## config.mk

```make
export PLATFORM = sky130hd
export DESIGN_NAME = rs_station
export DESIGN_NICKNAME = d
export VERILOG_FILES = /design/src/rtl/rs_station_pkg.sv /design/src/rtl/pselect_RS.sv /design/src/rtl/rs_entry.sv /design/src/rtl/rs_station.sv
export SDC_FILE = /design/constraint.sdc
export NUM_CORES = 1
export LEC_CHECK = 0
export ABC_AREA = 1
export CAP_MARGIN = 10
export CORE_UTILIZATION = 30
export DETAILED_ROUTE_END_ITERATION = 8
export HOLD_SLACK_MARGIN = 0.03
export PLACE_DENSITY_LB_ADDON = 0.05
export SYNTH_ARGS = -nofsm -noshare
export SYNTH_HDL_FRONTEND = slang
export SYNTH_SLANG_ARGS = --single-unit
export TNS_END_PERCENT = 50
```

## constraint.sdc

```tcl
create_clock -name clock -period 3.3 [get_ports clock]
set_clock_uncertainty 0.1 [all_clocks]
set_input_delay 0.495 -clock clock [delete_from_list [all_inputs] [get_ports clock]]
set_output_delay 0.495 -clock clock [all_outputs]
set_load 0.01 [all_outputs]
```

## src/rtl/rs_station_pkg.sv

```systemverilog
`default_nettype none
// ============================================================================
// Module      : rs_station_pkg
// Description : Shared types and default sizes for the reservation station.
// Revision    : 1.0 - initial release
// ============================================================================
package rs_station_pkg;

    localparam int RS_N     = 8;
    localparam int RS_TAG_W = 6;
    localparam int RS_OP_W  = 8;

    typedef logic [RS_TAG_W-1:0] tag_t;
    typedef logic [RS_OP_W-1:0]  op_t;

    typedef struct packed {
        logic valid;
        op_t  op;
        tag_t src1_tag;
        logic src1_rdy;
        tag_t src2_tag;
        logic src2_rdy;
        tag_t dest_tag;
    } rs_entry_t;

    function automatic logic tag_match(input logic cdb_valid, input tag_t cdb_tag, input tag_t tag);
        return cdb_valid && (cdb_tag == tag);
    endfunction

endpackage
`default_nettype wire

```

## src/rtl/pselect_RS.sv

```systemverilog
`default_nettype none
// ============================================================================
// Module      : pselect_RS
// Description : Rotating-priority selector. Scans requests starting at i_sel,
//               upward (DIR=0) or downward (DIR=1), wrapping modulo N.
// Revision    : 1.0 - initial release
// ============================================================================
module pselect_RS #(
    parameter int N   = 8,
    parameter bit DIR = 1'b0
) (
    input  logic [N-1:0]         i_req,
    input  logic [$clog2(N)-1:0] i_sel,
    output logic [$clog2(N)-1:0] o_idx,
    output logic                 o_any
);

    localparam int c_IDX_W = $clog2(N);

    logic [c_IDX_W-1:0] w_cand;

    always_comb begin
        o_idx  = '0;
        o_any  = 1'b0;
        w_cand = '0;
        for (int k = 0; k < N; k++) begin
            // N is a power of two, so the index wraps naturally
            w_cand = DIR ? (i_sel - c_IDX_W'(k)) : (i_sel + c_IDX_W'(k));
            if (!o_any && i_req[w_cand]) begin
                o_any = 1'b1;
                o_idx = w_cand;
            end
        end
    end

endmodule
`default_nettype wire

```

## src/rtl/rs_entry.sv

```systemverilog
`default_nettype none
// ============================================================================
// Module      : rs_entry
// Description : One reservation-station slot: load, CDB wakeup, clear, ready.
//               RS_WAKEUP_BYPASS_EN lets a same-cycle CDB match count as ready.
// Revision    : 1.0 - initial release
// ============================================================================
module rs_entry
    import rs_station_pkg::*;
(
    input  logic      clock,
    input  logic      reset,
    input  logic      i_load,
    input  rs_entry_t i_load_data,
    input  logic      i_clear,
    input  logic      i_cdb_valid,
    input  tag_t      i_cdb_tag,
    output logic      o_valid,
    output logic      o_ready,
    output op_t       o_op,
    output tag_t      o_src1_tag,
    output tag_t      o_src2_tag,
    output tag_t      o_dest_tag
);

    rs_entry_t r_entry;
    rs_entry_t w_next;
    logic      w_m1;
    logic      w_m2;

    assign w_m1 = tag_match(i_cdb_valid, i_cdb_tag, r_entry.src1_tag);
    assign w_m2 = tag_match(i_cdb_valid, i_cdb_tag, r_entry.src2_tag);

    always_comb begin
        w_next = r_entry;
        if (i_load) begin
            // a broadcast in the dispatch cycle must not be lost
            w_next          = i_load_data;
            w_next.src1_rdy = i_load_data.src1_rdy |
                              tag_match(i_cdb_valid, i_cdb_tag, i_load_data.src1_tag);
            w_next.src2_rdy = i_load_data.src2_rdy |
                              tag_match(i_cdb_valid, i_cdb_tag, i_load_data.src2_tag);
        end else if (i_clear) begin
            w_next.valid = 1'b0;
        end else if (r_entry.valid) begin
            w_next.src1_rdy = r_entry.src1_rdy | w_m1;
            w_next.src2_rdy = r_entry.src2_rdy | w_m2;
        end
    end

    always_ff @(posedge clock) begin
        if (!reset) begin
            r_entry <= '0;
        end else begin
            r_entry <= w_next;
        end
    end

`ifdef RS_WAKEUP_BYPASS_EN
    assign o_ready = r_entry.valid && (r_entry.src1_rdy || w_m1) && (r_entry.src2_rdy || w_m2);
`else
    assign o_ready = r_entry.valid && r_entry.src1_rdy && r_entry.src2_rdy;
`endif

    assign o_valid    = r_entry.valid;
    assign o_op       = r_entry.op;
    assign o_src1_tag = r_entry.src1_tag;
    assign o_src2_tag = r_entry.src2_tag;
    assign o_dest_tag = r_entry.dest_tag;

endmodule
`default_nettype wire

```

## src/rtl/rs_station.sv

```systemverilog
`default_nettype none
// ============================================================================
// Module      : rs_station
// Description : N-entry reservation station with lowest-free allocation and
//               rotating-priority issue. Optional macro: RS_WAKEUP_BYPASS_EN.
// Revision    : 1.0 - initial release
// ============================================================================
module rs_station
    import rs_station_pkg::*;
#(
    parameter int N     = RS_N,
    parameter int TAG_W = RS_TAG_W,
    parameter int OP_W  = RS_OP_W
) (
    input  logic              clock,
    input  logic              reset,
    input  logic              disp_valid,
    input  logic [OP_W-1:0]   disp_op,
    input  logic [TAG_W-1:0]  disp_src1_tag,
    input  logic [TAG_W-1:0]  disp_src2_tag,
    input  logic              disp_src1_rdy,
    input  logic              disp_src2_rdy,
    input  logic [TAG_W-1:0]  disp_dest_tag,
    output logic              disp_ready,
    input  logic              cdb_valid,
    input  logic [TAG_W-1:0]  cdb_tag,
    output logic              iss_valid,
    input  logic              iss_ready,
    output logic [OP_W-1:0]   iss_op,
    output logic [TAG_W-1:0]  iss_src1_tag,
    output logic [TAG_W-1:0]  iss_src2_tag,
    output logic [TAG_W-1:0]  iss_dest_tag,
    output logic [$clog2(N):0] free_count
);

    localparam int c_IDX_W = $clog2(N);
    localparam int c_FC_W  = $clog2(N) + 1;

    logic [N-1:0]         w_valid;
    logic [N-1:0]         w_ready;
    logic [N-1:0]         w_load;
    logic [N-1:0]         w_clear;
    logic [c_IDX_W-1:0]   w_alloc_idx;
    logic                 w_alloc_any;
    logic [c_IDX_W-1:0]   w_iss_idx;
    logic                 w_iss_any;
    logic [c_IDX_W-1:0]   r_rot_sel;
    logic [c_FC_W-1:0]    r_free_count;
    logic                 w_disp_fire;
    logic                 w_iss_fire;
    rs_entry_t            w_disp_entry;

    logic [OP_W-1:0]      w_op   [N];
    logic [TAG_W-1:0]     w_src1 [N];
    logic [TAG_W-1:0]     w_src2 [N];
    logic [TAG_W-1:0]     w_dest [N];

    assign disp_ready  = (r_free_count != '0);
    assign w_disp_fire = disp_valid && disp_ready && w_alloc_any;
    assign iss_valid   = w_iss_any;
    assign w_iss_fire  = w_iss_any && iss_ready;
    assign free_count  = r_free_count;

    always_comb begin
        w_disp_entry          = '0;
        w_disp_entry.valid    = 1'b1;
        w_disp_entry.op       = disp_op;
        w_disp_entry.src1_tag = disp_src1_tag;
        w_disp_entry.src1_rdy = disp_src1_rdy;
        w_disp_entry.src2_tag = disp_src2_tag;
        w_disp_entry.src2_rdy = disp_src2_rdy;
        w_disp_entry.dest_tag = disp_dest_tag;
    end

    pselect_RS #(.N(N), .DIR(1'b0)) u_alloc_sel (
        .i_req (~w_valid),
        .i_sel ('0),
        .o_idx (w_alloc_idx),
        .o_any (w_alloc_any)
    );

    pselect_RS #(.N(N), .DIR(1'b0)) u_issue_sel (
        .i_req (w_ready),
        .i_sel (r_rot_sel),
        .o_idx (w_iss_idx),
        .o_any (w_iss_any)
    );

    generate
        for (genvar i = 0; i < N; i++) begin : g_entry
            assign w_load[i]  = w_disp_fire && (w_alloc_idx == c_IDX_W'(i));
            assign w_clear[i] = w_iss_fire  && (w_iss_idx   == c_IDX_W'(i));

            rs_entry u_entry (
                .clock       (clock),
                .reset       (reset),
                .i_load      (w_load[i]),
                .i_load_data (w_disp_entry),
                .i_clear     (w_clear[i]),
                .i_cdb_valid (cdb_valid),
                .i_cdb_tag   (cdb_tag),
                .o_valid     (w_valid[i]),
                .o_ready     (w_ready[i]),
                .o_op        (w_op[i]),
                .o_src1_tag  (w_src1[i]),
                .o_src2_tag  (w_src2[i]),
                .o_dest_tag  (w_dest[i])
            );
        end
    endgenerate

    always_comb begin
        iss_op       = '0;
        iss_src1_tag = '0;
        iss_src2_tag = '0;
        iss_dest_tag = '0;
        if (w_iss_any) begin
            iss_op       = w_op[w_iss_idx];
            iss_src1_tag = w_src1[w_iss_idx];
            iss_src2_tag = w_src2[w_iss_idx];
            iss_dest_tag = w_dest[w_iss_idx];
        end
    end

    // a freed slot only shows up in free_count on the following cycle
    always_ff @(posedge clock) begin
        if (!reset) begin
            r_free_count <= c_FC_W'(N);
            r_rot_sel    <= '0;
        end else begin
            r_free_count <= r_free_count - c_FC_W'(w_disp_fire) + c_FC_W'(w_iss_fire);
            if (w_iss_fire) begin
                r_rot_sel <= w_iss_idx + c_IDX_W'(1);
            end
        end
    end

endmodule
`default_nettype wire

```

* Word-level counts from Yosys, hierarchy flattened *
Index checks and enable logic that the tools add are counted.

storage, ports and cells
  register bits = 239
  input bits = 39
  word-level logic and storage cells = 372

cells by class
  $add $sub $neg = 10
  reductions and logical operators = 108
  multiplexer cells = 127
  magnitude comparators = 9
  equality and inequality tests = 40
  bitwise operators = 20

operators with widths
  cell                   number
  $eq A6 B6 Y1           18
  $mux W1                89
  $logic_and A1 B1 Y1    67
  $bmux W6 S3            3
  $mux W6                9
  $mux W3                12
  $lt A3 B4 Y1 const B   8
  $reduce_bool A2 Y1     16
  $bmux W1 S3            8
  $bmux W8 S3            1
  $eq A3 B3 Y1 const B   8
  $mux W8                3
  $or A1 B1 Y1           18
  $ne A2 B1 Y1 const B   8
  $reduce_and A2 Y1      8
  $logic_not A1 Y1       14
  $add A3 B3 Y3 const B  4
  $eq A3 B2 Y1 const B   4
  $not A8 Y8             1
  $add A3 B1 Y3 const B  2
  $add A3 B2 Y3 const B  2
  $eq A3 B1 Y1 const B   2
  $logic_not A3 Y1       2
  $add A4 B1 Y4          1
  5 further kinds        6

* Logic depth before layout (Yosys ltp) *
  depth after elaboration = 31
  mapped depth = 26
  mapped depth without buffers = 22

* Modules after synthesis *
From an unflattened synthesis, not the netlist that was laid out.

second synthesis, totals
  cells, all modules = 3008
  area total of the unflattened synthesis = 18157.4 um2

modules (own cells, without submodules)
  module      cells an instance  instances  area an instance (um2)
  rs_entry    244                8          1612.8
  rs_station  786                1          3455.8
  pselect_RS  135                2          899.6

* Worst setup path before layout *
Ideal clock, no wire load.

  kind = register -> register
  start = register r_rot_sel[0]
  end = register r_free_count[3], in the netlist free_count[3]
  period minus slack after synthesis = 3464 ps
  cell stages (with the launch flop) = 23
  data arrival time = 3240 ps
  path slack = -164 ps
  data required time = 3077 ps
  path buffers = 3
  cell sequence = dfxtp_1 -> buf_6 -> inv_4 -> buf_8 -> ha_1 -> buf_2 -> inv_1 -> nand2_1 -> nand3_1 -> nand2_1 -> nor2_4 -> nand3_2 -> nor2_2 -> nand2_1 -> nand2_1 -> ha_1 -> inv_1 -> ha_1 -> nand2_1 -> nor2_1 -> a211oi_1 -> xor2_1 -> or2_2

on the way
  word-level cells in the longest chain between the ends = 26
  elaborated cells on any way between the ends = 47

ends and longest elaborated chain
  item                                                    line               source
  from (decl)                                             rs_station.sv:47   logic [c_IDX_W-1:0] r_rot_sel;
  from (signal assigned)                                  rs_station.sv:133  r_rot_sel <= w_iss_idx + c_IDX_W'(1);
  branches (longest 23 deep; another with $add A3 B1 Y3)  n/a
  $mux W1 *                                               pselect_RS.sv:29   if (!o_any && i_req[w_cand]) begin
  $logic_and A1 B1 Y1 *                                   rs_station.sv:61   assign w_iss_fire = w_iss_any && iss_ready;
  $add A4 B1 Y4 *                                         rs_station.sv:131  r_free_count <= r_free_count - c_FC_W'(w_disp_fire) + c_FC_W'(w_iss_fire);
  to (signal assigned)                                    rs_station.sv:128  r_free_count <= c_FC_W'(N);
  to (signal assigned)                                    rs_station.sv:131
  to (decl)                                               rs_station.sv:48   logic [c_FC_W-1:0] r_free_count;

Every way passes the cells marked *. The select of a mux whose other input is x is not followed.
A chain may end at the register's enable or synchronous reset.

* Worst setup path after layout *
  start = register r_rot_sel[1]
  end = output iss_src2_tag[4]

on the way
  word-level cells in the longest chain between the ends = 29
  elaborated cells on any way between the ends = 58

ends and longest elaborated chain
  item                                                    line               source
  branches (longest 28 deep; another with $add A3 B1 Y3)  n/a
  $mux W6 *                                               rs_station.sv:117  if (w_iss_any) begin
  to (decl)                                               rs_station.sv:31   output logic [TAG_W-1:0] iss_src2_tag,

Marks and branches as above.

==> results.md <==
- Register area share after synthesis: a little over a third
- Yosys warns: 0
- Largest net degree at the start of global routing: 118
- Die Width: between 200 and 250 um
- Largest family of logic cells by synthesized area: simple AND/OR/NAND/NOR gates
- Library cell occupying the most area in the post-synthesis netlist: sky130_fd_sc_hd__dfxtp_1
- Routability congestion estimate from global placement: approximately 0.85
- Post-synthesis mux area share: less than 1%
- Share of the synthesized area in the top cell type: a little over a third
- Initial antenna violation count: 5
- Adder and majority gate portion of the synthesized area: between 1 and 1.5%
- Global-route usage over all layers: between 20% and 30%
- R2R Setup Slk: -190 ps
- Clock period minus final worst setup slack: roughly 4000 ps
- CTS root buf: sky130_fd_sc_hd__clkbuf_16
- Clock-pin transition on the worst setup and hold timing paths: roughly 60 ps
- #FFs+latches synth: roughly 240
- Fraction of layout cells with a size suffix above 1: between 10% and 20%
- Number of buffers added on ports: 70
- Filler cell count: 4609
- Detailed-route wire length: 55.6 mm
- Layout Utilization: between 40% and 50%
- Capturing element type of the critical path: output port
- Arrival time of data at the critical path endpoint: ~3400 ps
- Clock tree from TritonCTS: built
- Proportion of register bits with asynchronous set or reset after synthesis: 0%
- Count of antenna-violating nets left after detailed routing: 0
- Achievable clock frequency: 250 MHz
- Headroom to the max-slew limit: between 30% and 40%
- Final-report hold violation count: 0
- Dominant cells by area after synthesis: sky130_fd_sc_hd__dfxtp_1, sky130_fd_sc_hd__nand2_1, sky130_fd_sc_hd__nand3_1, sky130_fd_sc_hd__a21oi_1, sky130_fd_sc_hd__o21ai_0
- Die area: 0.0450 mm^2
- Post-synth EDFFs: 0
- Mapped Nets: about 2100
- Post-route design area: ~0.018 mm^2
- Placed cell areas: ~0.016 mm^2
- Number of optimization iterations in the first detailed-route pass: 5
- Synth Area in Compound Gates: 22.1%
- Post-DR vias/cell: 5.10
- Row Count: 76
- Via count of the first global-routing pass: about 13000
- Total number of clock tree sinks: around 240
- XOR/XNOR Fraction of Synth Area: about 1.5%
- Number of nets in the finished design: roughly 2200
- Final cycle utilization of the critical path: 121%
- Mean routed wirelength per cell: approximately 20 um
- Vertical die dimension: 212 um
- Slew at the pin closest to its max-slew limit: 938 ps
- Starting Density: a little under a third
- Detailed-route DRC error count: 0
- Overall via count from detail_route: between 10000 and 15000
- Number of DRC violations after detailed-routing iteration 0: 1117
- Post-synthesis instance area: ~0.013 mm^2
- Inserted Clock Buffers: 30
- Endpoints failing setup: 41
- Number of distinct library cell variants in the gate-level netlist after synthesis: 46
- Critical Path Source Type: flip-flop
- Max capacitance violation total: 0
- Synthesized area divided by synthesized cell count: about 6.5 um^2
- Maximum level of the CTS H-tree: 1
- Worst Hold Class: input port to flip-flop
- Outcome: complete, but fails checks
- Number of max-slew violations in the final report: 0
- Remaining global-route overflow: 0
- HPWL after DPL: around 37 mm
- Bufs on Longest Clock Path: 3
- CP Max Fanout: 5
- Top Ports: 71
- Setup WS post-layout: -699 ps
- Wire length of the first global-routing pass: roughly 83 mm
- Violated checks: setup timing
- Skew-Pair Late Insertion Delay: approximately 600 ps
- Top FF cell, synth: sky130_fd_sc_hd__dfxtp_1
- Area delta synth->final: 33.1%
- Kind of critical path: flip-flop to output port
- RSZ-0062 raised after global routing: yes
- Synth Instances: approximately 2000
- Worst EP required: between 2000 and 3000 ps
- Basic-gate share of the synthesized area counting and, or, nand and nor cells: between 20% and 30%
- Area of the placeable core: ~0.043 mm^2
- Worst slack at placement: -608 ps
worst max-delay path, cell delays in order, from the launching register on:
cell	delay [ps]
sky130_fd_sc_hd__dfxtp_2	360
sky130_fd_sc_hd__inv_2	60
sky130_fd_sc_hd__ha_4	250
sky130_fd_sc_hd__buf_6	120
sky130_fd_sc_hd__nand3_2	80
sky130_fd_sc_hd__nand3_2	80
sky130_fd_sc_hd__nand2_2	80
sky130_fd_sc_hd__nand3_2	90
sky130_fd_sc_hd__nor2_4	170
sky130_fd_sc_hd__nand3_2	120
sky130_fd_sc_hd__nor2_4	250
sky130_fd_sc_hd__buf_6	150
sky130_fd_sc_hd__nand2_2	40
sky130_fd_sc_hd__nand4_1	80
sky130_fd_sc_hd__nand2_2	90
sky130_fd_sc_hd__clkinvlp_4	220
sky130_fd_sc_hd__clkbuf_16	230
sky130_fd_sc_hd__nand3_4	80
sky130_fd_sc_hd__nand2_2	80
sky130_fd_sc_hd__nor2_2	50
sky130_fd_sc_hd__buf_2	130
cell usage in the layout, fill, tap and decap left out, types with 24 or more instances in the layout:
| cell type | Yosys | final |
|---|---|---|
| sky130_fd_sc_hd__a21oi_1 | 220 | 219 |
| sky130_fd_sc_hd__buf_12 | 0 | 24 |
| sky130_fd_sc_hd__buf_4 | 11 | 156 |
| sky130_fd_sc_hd__clkbuf_16 | 0 | 33 |
| sky130_fd_sc_hd__clkdlybuf4s50_1 | 0 | 42 |
| sky130_fd_sc_hd__dfxtp_1 | 239 | 237 |
| sky130_fd_sc_hd__inv_1 | 246 | 239 |
| sky130_fd_sc_hd__nand2_1 | 341 | 308 |
| sky130_fd_sc_hd__nand2_2 | 5 | 30 |
| sky130_fd_sc_hd__nand3_1 | 255 | 218 |
| sky130_fd_sc_hd__nand3_2 | 5 | 31 |
| sky130_fd_sc_hd__nor2_1 | 176 | 135 |
| sky130_fd_sc_hd__nor2_2 | 2 | 36 |
| sky130_fd_sc_hd__o21ai_0 | 212 | 211 |
| sky130_fd_sc_hd__o21ai_1 | 35 | 33 |
| sky130_fd_sc_hd__o22ai_1 | 34 | 34 |
cell type report:
cell class                 count  area, um^2  share of cell area (%)
multi-input combinational   1399        7500                    42.5
timing repair buffer         268        2680                    15.2
clock buffer                  45         877                    4.98
clock inverter                 7        91.3                   0.518
tap                          585         732                    4.15
antenna                        1        2.50                  0.0142
inverter                     254         962                    5.46
sequential                   239        4790                    27.2
metal layers:
metal  up-vias  track usage (%)  routed length (um)
met5         -                0                  12
met4         2             5.35                1070
met3        64             3.77                3250
met2       396             37.2               23700
met1      6735             35.4               27500
li1       7080                -                   -
path summary, 6_finish.rpt:
check | startpoint | depth (start not counted) | to
setup / recovery | r_rot_sel[1] | 20 | iss_src2_tag[4]
hold / removal | reset | 3 | free_count[0]
setup reg to reg | r_rot_sel[1] | 24 | g_entry[3].u_entry.r_entry[6]
hold reg to reg | g_entry[5].u_entry.o_op[7] | 2 | g_entry[5].u_entry.o_op[7]
Yosys cell counts, drive strengths merged (4+ instances only):
cell	n
a21oi	220
a221oi	8
a31oi	5
buf	43
clkbuf	105
clkinv	4
dfxtp	239
ha	13
inv	250
nand2	346
nand3	260
nand4	6
nor2	179
nor3	5
nor4	12
o2111ai	12
o211ai	8
o21ai	247
o22ai	34
xnor2	11
xor2	10
state kept, by name, summed over array words and instances, names as in the netlist:
register	cells
g_entry.u_entry.o_op	64
g_entry.u_entry.o_dest_tag	48
g_entry.u_entry.o_src1_tag	48
g_entry.u_entry.o_src2_tag	48
g_entry.u_entry.r_entry	16
g_entry.u_entry.o_valid	8
free_count	4
r_rot_sel	3
metrics by stage:
stage | hold WS (ps) | setup TNS (ps) | std cells
global placement | 338 | -15550 | 2709
detailed placement | 342 | -16750 | 2709
floorplan | 330 | 0 | 2040
finish | 214 | -18540 | 2798
CTS | 178 | -17210 | 2791
global route | 232 | -27850 | 2797
cell families after synthesis:
logic type	count (synthesis)
and+or+nand+nor	814
xor gates and xnor gates	21
DFF	239
muxes	2
adders and majority gates	14
buffers and inverters	403
AOI/OAI and AO/OA	547
what timing repair did:
item / CTS / global route
hold buffers: 0 / 0
hold endpoints to repair: 0 / 0
setup endpoints to repair: 47 / 53
gates cloned: 9 / 4
pin swaps: 33 / 27
resized for setup: 187 / 85
setup buffers: 21 / 2
Power is left out: the tool's default activity adds up to more than one toggle a clock period on the data nets, which glitch-free logic cannot reach.
==> RTL edit, RTL diff (same settings) <==
`DIR` is set to 1'b0 in 3 places; all go to 1'b1.
--- a/src/rtl/pselect_RS.sv
+++ b/src/rtl/pselect_RS.sv
@@ -7,7 +7,7 @@
 // ============================================================================
 module pselect_RS #(
     parameter int N   = 8,
-    parameter bit DIR = 1'b0
+    parameter bit DIR = 1'b1
 ) (
     input  logic [N-1:0]         i_req,
     input  logic [$clog2(N)-1:0] i_sel,
--- a/src/rtl/rs_station.sv
+++ b/src/rtl/rs_station.sv
@@ -72,14 +72,14 @@
         w_disp_entry.dest_tag = disp_dest_tag;
     end
 
-    pselect_RS #(.N(N), .DIR(1'b0)) u_alloc_sel (
+    pselect_RS #(.N(N), .DIR(1'b1)) u_alloc_sel (
         .i_req (~w_valid),
         .i_sel ('0),
         .o_idx (w_alloc_idx),
         .o_any (w_alloc_any)
     );
 
-    pselect_RS #(.N(N), .DIR(1'b0)) u_issue_sel (
+    pselect_RS #(.N(N), .DIR(1'b1)) u_issue_sel (
         .i_req (w_ready),
         .i_sel (r_rot_sel),
         .o_idx (w_iss_idx),
Check against the original RTL: not equivalent (Yosys sat finds a counterexample within 4 cycles, from zero or initial values and one cycle with reset low).
==> RTL edit against the original RTL <==
The run still ends with setup timing left; count of clock-buffer cells in the layout fell by 1; setup slack got worse by 90 ps; wire length rose by 9.1%; critical path depth rose by 1; global-route usage rose by 2.3 points; area after synthesis rose by 0.10%; sequential cell count did not move; cell area rose by 8.3%.
Power is not shown: default switching activity piles up to over one toggle a cycle in this logic, so the estimate is an artifact.
==> RTL edit: results (changes against the original RTL) <==
- Post-Layout Cell Count: 2,834 (+1.3%)
- Failing checks: setup timing
- Setup WS post-layout: -788.2 ps (-89.72 ps)
- Worst-path fanout max: 8 (+3)
- Final setup viols: 43 (+4.9%)
- Worst hold endpoint: g_entry[1].u_entry.o_dest_tag[5]$_SDFFE_PN0P_
- Xor-xnor portion of the synthesized cell area: 0.01510 (+0.00007877)
- Worst path slowest cell: dfxtp_4
- Mux cell area share after synthesis: 0.002265 (+0.0007533)
- Pin count of the biggest net entering global routing: 188 (+59%)
- Post-DP HPWL: 39.55 mm (+8.3%)
- M1 wire length: 27.05 mm (-1.6%)
- Antenna Diode Count: 0 (-1)
- Gpl congestion: 0.9035 (+6.4%)
- Antenna violations before repair: 0 (-5)
- Worst Setup EP: iss_src1_tag[2]
- DR WL met2: 29.23 mm (+23%)
- Post-Synth Adder-Cell Area: 0.01378 (-0.00001431)
- Compound-Gate Fraction of Synth Area: 0.2239 (+0.002884)
- Clk Latency, worst-skew pair: 580 ps (-20 ps)
- Share of layout cells above drive strength 1: 0.2686 (+0.07507)
- First-pass GRT wire length: 89.55 mm (+8.4%)
- Hold Path Depth: 2 (-1)
- Gr usage total: 0.2663 (+0.02333)
- Status: finished with violations
- TritonCTS Buffers: 29 (-3.3%)
- Wire per inst: 21.39 um (+7.7%)
- Placed Area: 15,890 um2 (+1.8%)
RTL edit: per-stage QoR:
step	setup TNS (ps)	hold slack, ps
2_1_floorplan	0	329.7
3_3_place_gp	-15870	339.1
3_5_place_dp	-16760	343.8
4_1_cts	-18090	356.7
5_1_grt	-29050	376.2
6_report	-21070	352.2
RTL edit: metal layers:
metal  track usage  vias up
met4       0.09204        0
met2        0.4612      374
met5             0        -
met1        0.3433     6982
li1              -     7150
met3       0.02629       84
RTL edit: cells by family (layout without fill, tap and decap cells):
| family | Yosys count | after routing |
|---|---|---|
| adders and majority gates | 14 | 14 |
| buffers and inverters | 381 | 618 |
| muxes | 3 | 3 |
| and+or+nand+nor | 799 | 800 |
| DFF | 239 | 239 |
| xor gates and xnor gates | 22 | 22 |
| AOI/OAI and AO/OA | 553 | 553 |
RTL edit: repair_timing:
action / 4_1_cts / 5_1_grt
gates cloned: 16 / 6
setup buffers: 49 / 8
pin swaps: 89 / 62
endpoints found under the setup margin: 44 / 55
resized for setup: 313 / 121
RTL edit: worst min-delay path: cells and delay by family (launching register included):
kind	cells	cell delay, ps
compound gates	1	50
flops	1	290
buf+inv	1	60
RTL edit: area by class of cell:
cell class,count,area [um2]
clock buffer,44,882.1
clock inverter,9,110.1
fill,4501,24280
inverter,231,887.1
multi-input combinational,1392,8054
sequential,239,4795
tap,585,732.0
timing repair buffer,334,3626
